[src/rtl/mips_dbg_pkg.sv]
// ----------------------------------------------------------------------------
// mips_dbg_pkg
// Shared definitions for the MIPS debug/run controller and the display mux
// in mips_fpga: the 2-bit run-state encodings and a breakpoint-match helper.
// ----------------------------------------------------------------------------
package mips_dbg_pkg;

    localparam int STATE_W = 2;

    typedef logic [STATE_W-1:0] run_state_t;

    localparam run_state_t ST_IDLE  = 2'b00;
    localparam run_state_t ST_STEP  = 2'b01;
    localparam run_state_t ST_RUN   = 2'b10;
    localparam run_state_t ST_BREAK = 2'b11;

    // True when the breakpoint is armed and the PC about to execute matches it.
    function automatic logic bp_match(input logic        en,
                                      input logic [31:0] pc,
                                      input logic [31:0] addr);
        return en & (pc == addr);
    endfunction

endpackage

[src/rtl/mips_run_ctrl_rise_detect.sv]
// ----------------------------------------------------------------------------
// rise_detect
// Registers a synchronous level input and produces a one-cycle pulse on its
// rising edge, so a held button yields a single event.
// Ports:
//   clk      system clock
//   rst      asynchronous active-low reset (clears the history register)
//   i_level  level input, synchronous to clk
//   o_rise   i_level & ~(i_level delayed one cycle)
// ----------------------------------------------------------------------------
module rise_detect (
    input  logic clk,
    input  logic rst,
    input  logic i_level,
    output logic o_rise
);

    logic r_level_q;

    // History register: previous-cycle value of the level input.
    always_ff @(posedge clk or negedge rst) begin
        if (!rst) begin
            r_level_q <= 1'b0;
        end else begin
            r_level_q <= i_level;
        end
    end

    assign o_rise = i_level & ~r_level_q;

endmodule

[src/rtl/mips_run_ctrl.sv]
// ----------------------------------------------------------------------------
// mips_run_ctrl
// Execution controller for the MIPS core: produces a one-cycle clock-enable
// (cpu_en) for mips_top. Supports single-step per button press, free-run at
// one pulse every RUN_DIV clocks, and a PC breakpoint that halts before the
// matching instruction executes.
// Ports:
//   clk         system clock (100 MHz)
//   rst         asynchronous active-low reset
//   step_btn    debounced step button (level, synchronous)
//   run_sw      run switch, 1 = free-run requested
//   bp_en       breakpoint enable
//   bp_addr     breakpoint PC value
//   pc_current  PC of the next instruction mips_top will execute
//   cpu_en      one-cycle clock-enable pulse (registered)
//   halted      1 while in BREAK (registered)
//   state       IDLE=00, STEP=01, RUN=10, BREAK=11 (registered)
//   cycle_cnt   number of cpu_en pulses issued, wraps (registered)
// ----------------------------------------------------------------------------
module mips_run_ctrl
    import mips_dbg_pkg::*;
#(
    parameter int RUN_DIV = 5000000,
    parameter int DIV_W   = 23
) (
    input  logic        clk,
    input  logic        rst,
    input  logic        step_btn,
    input  logic        run_sw,
    input  logic        bp_en,
    input  logic [31:0] bp_addr,
    input  logic [31:0] pc_current,
    output logic        cpu_en,
    output logic        halted,
    output logic [1:0]  state,
    output logic [31:0] cycle_cnt
);

    localparam logic [DIV_W-1:0] DIV_LAST = DIV_W'(RUN_DIV - 1);

    logic             w_step_edge;
    logic             w_div_last;
    logic             w_bp_hit;
    run_state_t       w_state_nxt;
    logic             w_cpu_en_nxt;
    logic [DIV_W-1:0] w_div_nxt;

    run_state_t       r_state;
    logic             r_cpu_en;
    logic             r_halted;
    logic [31:0]      r_cycle_cnt;
    logic [DIV_W-1:0] r_div;

    rise_detect u_step_rise (
        .clk     (clk),
        .rst     (rst),
        .i_level (step_btn),
        .o_rise  (w_step_edge)
    );

    assign w_div_last = (r_div == DIV_LAST);
    assign w_bp_hit   = bp_match(bp_en, pc_current, bp_addr);

    // Next-state, pulse and divider decode. The pulse is decided here and
    // registered, so cpu_en is high during the cycle following the decision;
    // the PC seen at the decision edge is the instruction that pulse runs.
    always_comb begin
        w_state_nxt  = r_state;
        w_cpu_en_nxt = 1'b0;
        w_div_nxt    = {DIV_W{1'b0}};
        case (r_state)
            ST_IDLE: begin
                // Run request wins; a coincident step edge is dropped.
                if (run_sw) begin
                    w_state_nxt = ST_RUN;
                end else if (w_step_edge) begin
                    w_state_nxt  = ST_STEP;
                    w_cpu_en_nxt = 1'b1;
                end else begin
                    w_state_nxt = ST_IDLE;
                end
            end
            ST_STEP: begin
                w_state_nxt = ST_IDLE;
            end
            ST_RUN: begin
                // Dropping run_sw overrides a terminal count in the same cycle.
                if (!run_sw) begin
                    w_state_nxt = ST_IDLE;
                end else if (w_div_last) begin
                    if (w_bp_hit) begin
                        w_state_nxt = ST_BREAK;
                    end else begin
                        w_state_nxt  = ST_RUN;
                        w_cpu_en_nxt = 1'b1;
                    end
                end else begin
                    w_state_nxt = ST_RUN;
                    w_div_nxt   = r_div + {{(DIV_W-1){1'b0}}, 1'b1};
                end
            end
            ST_BREAK: begin
                // Leaving via run_sw=0 beats a coincident step edge.
                if (!run_sw) begin
                    w_state_nxt = ST_IDLE;
                end else if (w_step_edge) begin
                    w_state_nxt  = ST_STEP;
                    w_cpu_en_nxt = 1'b1;
                end else begin
                    w_state_nxt = ST_BREAK;
                end
            end
            default: begin
                w_state_nxt = ST_IDLE;
            end
        endcase
    end

    // State, pulse, halt flag and divider registers.
    always_ff @(posedge clk or negedge rst) begin
        if (!rst) begin
            r_state  <= ST_IDLE;
            r_cpu_en <= 1'b0;
            r_halted <= 1'b0;
            r_div    <= {DIV_W{1'b0}};
        end else begin
            r_state  <= w_state_nxt;
            r_cpu_en <= w_cpu_en_nxt;
            r_halted <= (w_state_nxt == ST_BREAK);
            r_div    <= w_div_nxt;
        end
    end

    // Pulse counter: a pulse is counted at the end of its enable cycle, so a
    // reset that cuts a pulse short leaves it uncounted.
    always_ff @(posedge clk or negedge rst) begin
        if (!rst) begin
            r_cycle_cnt <= 32'd0;
        end else if (r_cpu_en) begin
            r_cycle_cnt <= r_cycle_cnt + 32'd1;
        end else begin
            r_cycle_cnt <= r_cycle_cnt;
        end
    end

    assign cpu_en    = r_cpu_en;
    assign halted    = r_halted;
    assign state     = r_state;
    assign cycle_cnt = r_cycle_cnt;

endmodule

[config.mk]
export PLATFORM = sky130hd
export DESIGN_NAME = mips_run_ctrl
export DESIGN_NICKNAME = d
export VERILOG_FILES = /design/src/rtl/mips_dbg_pkg.sv /design/src/rtl/mips_run_ctrl_rise_detect.sv /design/src/rtl/mips_run_ctrl.sv
export SDC_FILE = /design/constraint.sdc
export NUM_CORES = 1
export LEC_CHECK = 0
export CAP_MARGIN = 15
export CORE_MARGIN = 5
export CORE_UTILIZATION = 48
export DETAILED_ROUTE_END_ITERATION = 10
export GPL_ROUTABILITY_DRIVEN = 0
export PLACE_DENSITY = 0.94
export SLEW_MARGIN = 20
export SYNTH_ARGS = -nofsm -noshare
export SYNTH_HDL_FRONTEND = slang
export SYNTH_HIERARCHICAL = 1
export SYNTH_SLANG_ARGS = --single-unit
[constraint.sdc]
create_clock -name clk -period 3.7 [get_ports clk]
set_clock_uncertainty 0.2 [all_clocks]
set_input_delay 0.74 -clock clk [delete_from_list [all_inputs] [get_ports clk]]
set_output_delay 0.74 -clock clk [all_outputs]
set_load 0.05 [all_outputs]
==> results.toml <==
[worst_setup_path]
arrival_ps = 1680
worstSetupStartpointType = "register"
cp_num_buf_inv = 1
r2r_setup_slack_ps = 1510
cp-end-kind = "primary output"
critPathMaxStageDelay_ps = 870
crit_chain = "clkdlybuf4s50_1"
critical_path_class = "reg2out"
cp_slowest_cell = "clkdlybuf4s50_1"
crit_required_ps = 2760
cp_max_fo = 9
path_delay_family = "buffers and inverters"

[timing]
finalCritPeriodShare = 0.7080
fin_crit_ps = 2620
fmax_mhz = 381.7
fin_tns_setup_ps = 0
rsz0062_at_grt = "false"
maxSlewHeadroom = 0.4422
finalSetupViolCount = 0
finalHoldViolCount = 0
slew_violations = 0
hold_slack_ps = 146.9
worst_slew_pin_slew_ps = 829.0

[placement]
place_inst = 479
dp_hpwl_um = 5680
io_buffers = 104

[global_routing]
track_usage = 0.1825
grt_antenna_before_repair = 0
grt_max_degree = 42
grt_pass1_vias = 2712
met2_usage = 0.3251
grt_pass1_wl_um = 12380
grt.busiest_layer = "met2"
met1_usage = 0.2065
grt-ovfl-total = 0
grt_util_met3 = 0.05950

[run]
maxCapViolations = 0

[clock_network]
cts_root_buf = "clkbuf_8"
tritoncts = "built"
ctsResizeCount = 0
cts_buffer_depth = 2
cts_sinks = 60
ctsHtreeMaxLevel = 3
numCtsBuffers = 9
clk_latency_ps = 340
clk_pin_slew_worst_paths_ps = 70
hold_buffers = 0
cts_setup_buffers = 0

[power]
peakVddDrop_v = 0.0002312
p_switching_uw = 448.8
clkPwrFrac = 0.362
power_frac_comb = 0.189
p_sw_frac = 0.2832
total_power_uw = 1585
p_leak_uw = 0.001789
seq_power_share = 0.449
p_int_uw = 1136
powerDensity_mw_per_mm2 = 355.0

[final_layout]
final_cells = 495
layout.nets = 484
syn_to_final_growth_pct = 41.21
n_antenna_cell = 0
drive_above_1_share = 0.06938

[synthesis]
ys_seq_area_frac = 0.4751
syn_nets = 371
synthDistinctLibCells = 35
synth_cells = 300
synth-seq-cells = 60
syn-cell-area_mm2 = 0.003161
ys_warn_count = 6
syn_area_per_cell_um2 = 10.54

[drt]
totalWireLength_um = 7421
wl_per_cell_um = 14.99
drc = 0
ant_nets = 0
firstDrtPassIters = 4
vias_per_cell = 5.246
vias = 2597
drt_iter0_drc = 137

[floorplanning]
die_h_um = 91.15
die_area_mm2 = 0.008307
initial_core_util = 0.4949
std_cell_rows = 29
core_mm2 = 0.006386
ios = 105
die_w_um = 91.15

[hold_path]
hp-class = "in2async"

[outcome]
status = "finished, final reports clean"
routing by layer:
metal	wire, um	share of wire
met5	0	0
met4	133	0.018
met3	464	0.063
met2	3904	0.53
met1	2918	0.39
cell usage after synthesis (all sizes together):
cell	instances	area [um2]
xnor2	68	595.6
dfrtp	60	1501
nor2	36	140.1
nand2	22	82.58
nand3	20	100.1
nand4	19	125.1
xor2	16	140.1
and4	10	87.58
and3	9	56.30
nor3	7	40.04
nor4	6	73.82
inv	4	15.01
buf	3	30.03
ha	2	25.02
nand2b	2	12.51
nor4b	2	17.52
or3	2	12.51
or4	2	18.77
a21boi	1	7.510
a21oi	1	5.000
a32o	1	10.01
a41oi	1	8.760
and2	1	6.260
mux2	1	11.26
nor2b	1	13.76
o22ai	1	6.260
or2	1	6.260
or2b	1	11.26
kinds of logic after synthesis:
kind of cell,count (synthesis),share of synthesized area
AND/OR/NAND/NOR,141,0.2546
XOR/XNOR,84,0.2328
flip-flops,60,0.4751
buffers and inverters,7,0.01425
AO/OA/AOI/OAI,5,0.01188
adder cells (fa/ha/maj),2,0.007916
multiplexers,1,0.003563
state kept, by name (all words and copies together) (netlist names):
| name | flops |
|---|---|
| cycle_cnt | 32 |
| r_div | 23 |
| state | 2 |
| cpu_en | 1 |
| halted | 1 |
| u_step_rise/r_level_q | 1 |
power groups by stage:
stage               logic, uW  registers, uW  clock network (uW)
finish                    299            712                 573
detailed placement        303            724                   0
CTS                       303            712                 582
global route              318            718                 623
floorplan                72.4            797                   0
global placement          293            723                   0
cell usage in the layout, fill, tap and decap left out, drive strengths merged, types with 2 or more instances in the layout:
cell type,Yosys,final
nor2,36,36
buf,3,2
and3,9,9
inv,4,4
or3,2,2
clkdlybuf4s50,0,103
dfrtp,60,60
ha,2,2
nor4,6,6
nor3,7,7
nand4,19,19
xnor2,68,68
or4,2,2
nand2,22,22
and4,10,10
nand3,20,20
nor4b,2,2
xor2,16,16
clkinvlp,0,4
clkbuf,0,10
nand2b,2,2
worst reg2reg max path, cell delays in order, from the launching register on:
cell     delay [ps]
dfrtp_1         380
ha_1            220
inv_1            60
or2_2           360
nor4_4          380
or2b_4          360
nor2_1          100
final timing paths:
| kind | cells past startpoint | to | start |
|---|---|---|---|
| max reg2reg | 6 | r_div[11]$_DFF_PN0_ | r_div[0]$_DFF_PN0_ |
| min in group clk | 1 | r_div[0]$_DFF_PN0_ | r_div[0]$_DFF_PN0_ |
| min | 1 | cycle_cnt[11]$_DFFE_PN0P_ | rst |
| max | 1 | state[0] | state[0]$_DFF_PN0_ |
| max in group asynchronous | 2 | r_div[6]$_DFF_PN0_ | rst |
| min reg2reg | 1 | r_div[0]$_DFF_PN0_ | r_div[0]$_DFF_PN0_ |
through the flow:
| stage | worst slack, ps | area [um2] | utilization |
|---|---|---|---|
| finish | 1080 | 4463 | 0.6989 |
| global route | 1018 | 4463 | 0.6989 |
| CTS | 1069 | 4463 | 0.6989 |
| detailed placement | 1000 | 4270 | 0.6687 |
| global placement | 1131 | 4270 | 0.6687 |
| floorplan | 1548 | 3161 | - |
layout make-up:
type | instances | area (um2)
clock inverters | 6 | 65.06
repair buffers | 105 | 1044
clock buffers | 10 | 127.6
well taps | 77 | 96.34
fillers | 455 | 1923
inverters | 4 | 15.01
flip-flops and latches | 60 | 1501
multi-input cells | 233 | 1614
No activity file was read; power rests on OpenSTA's default activity.
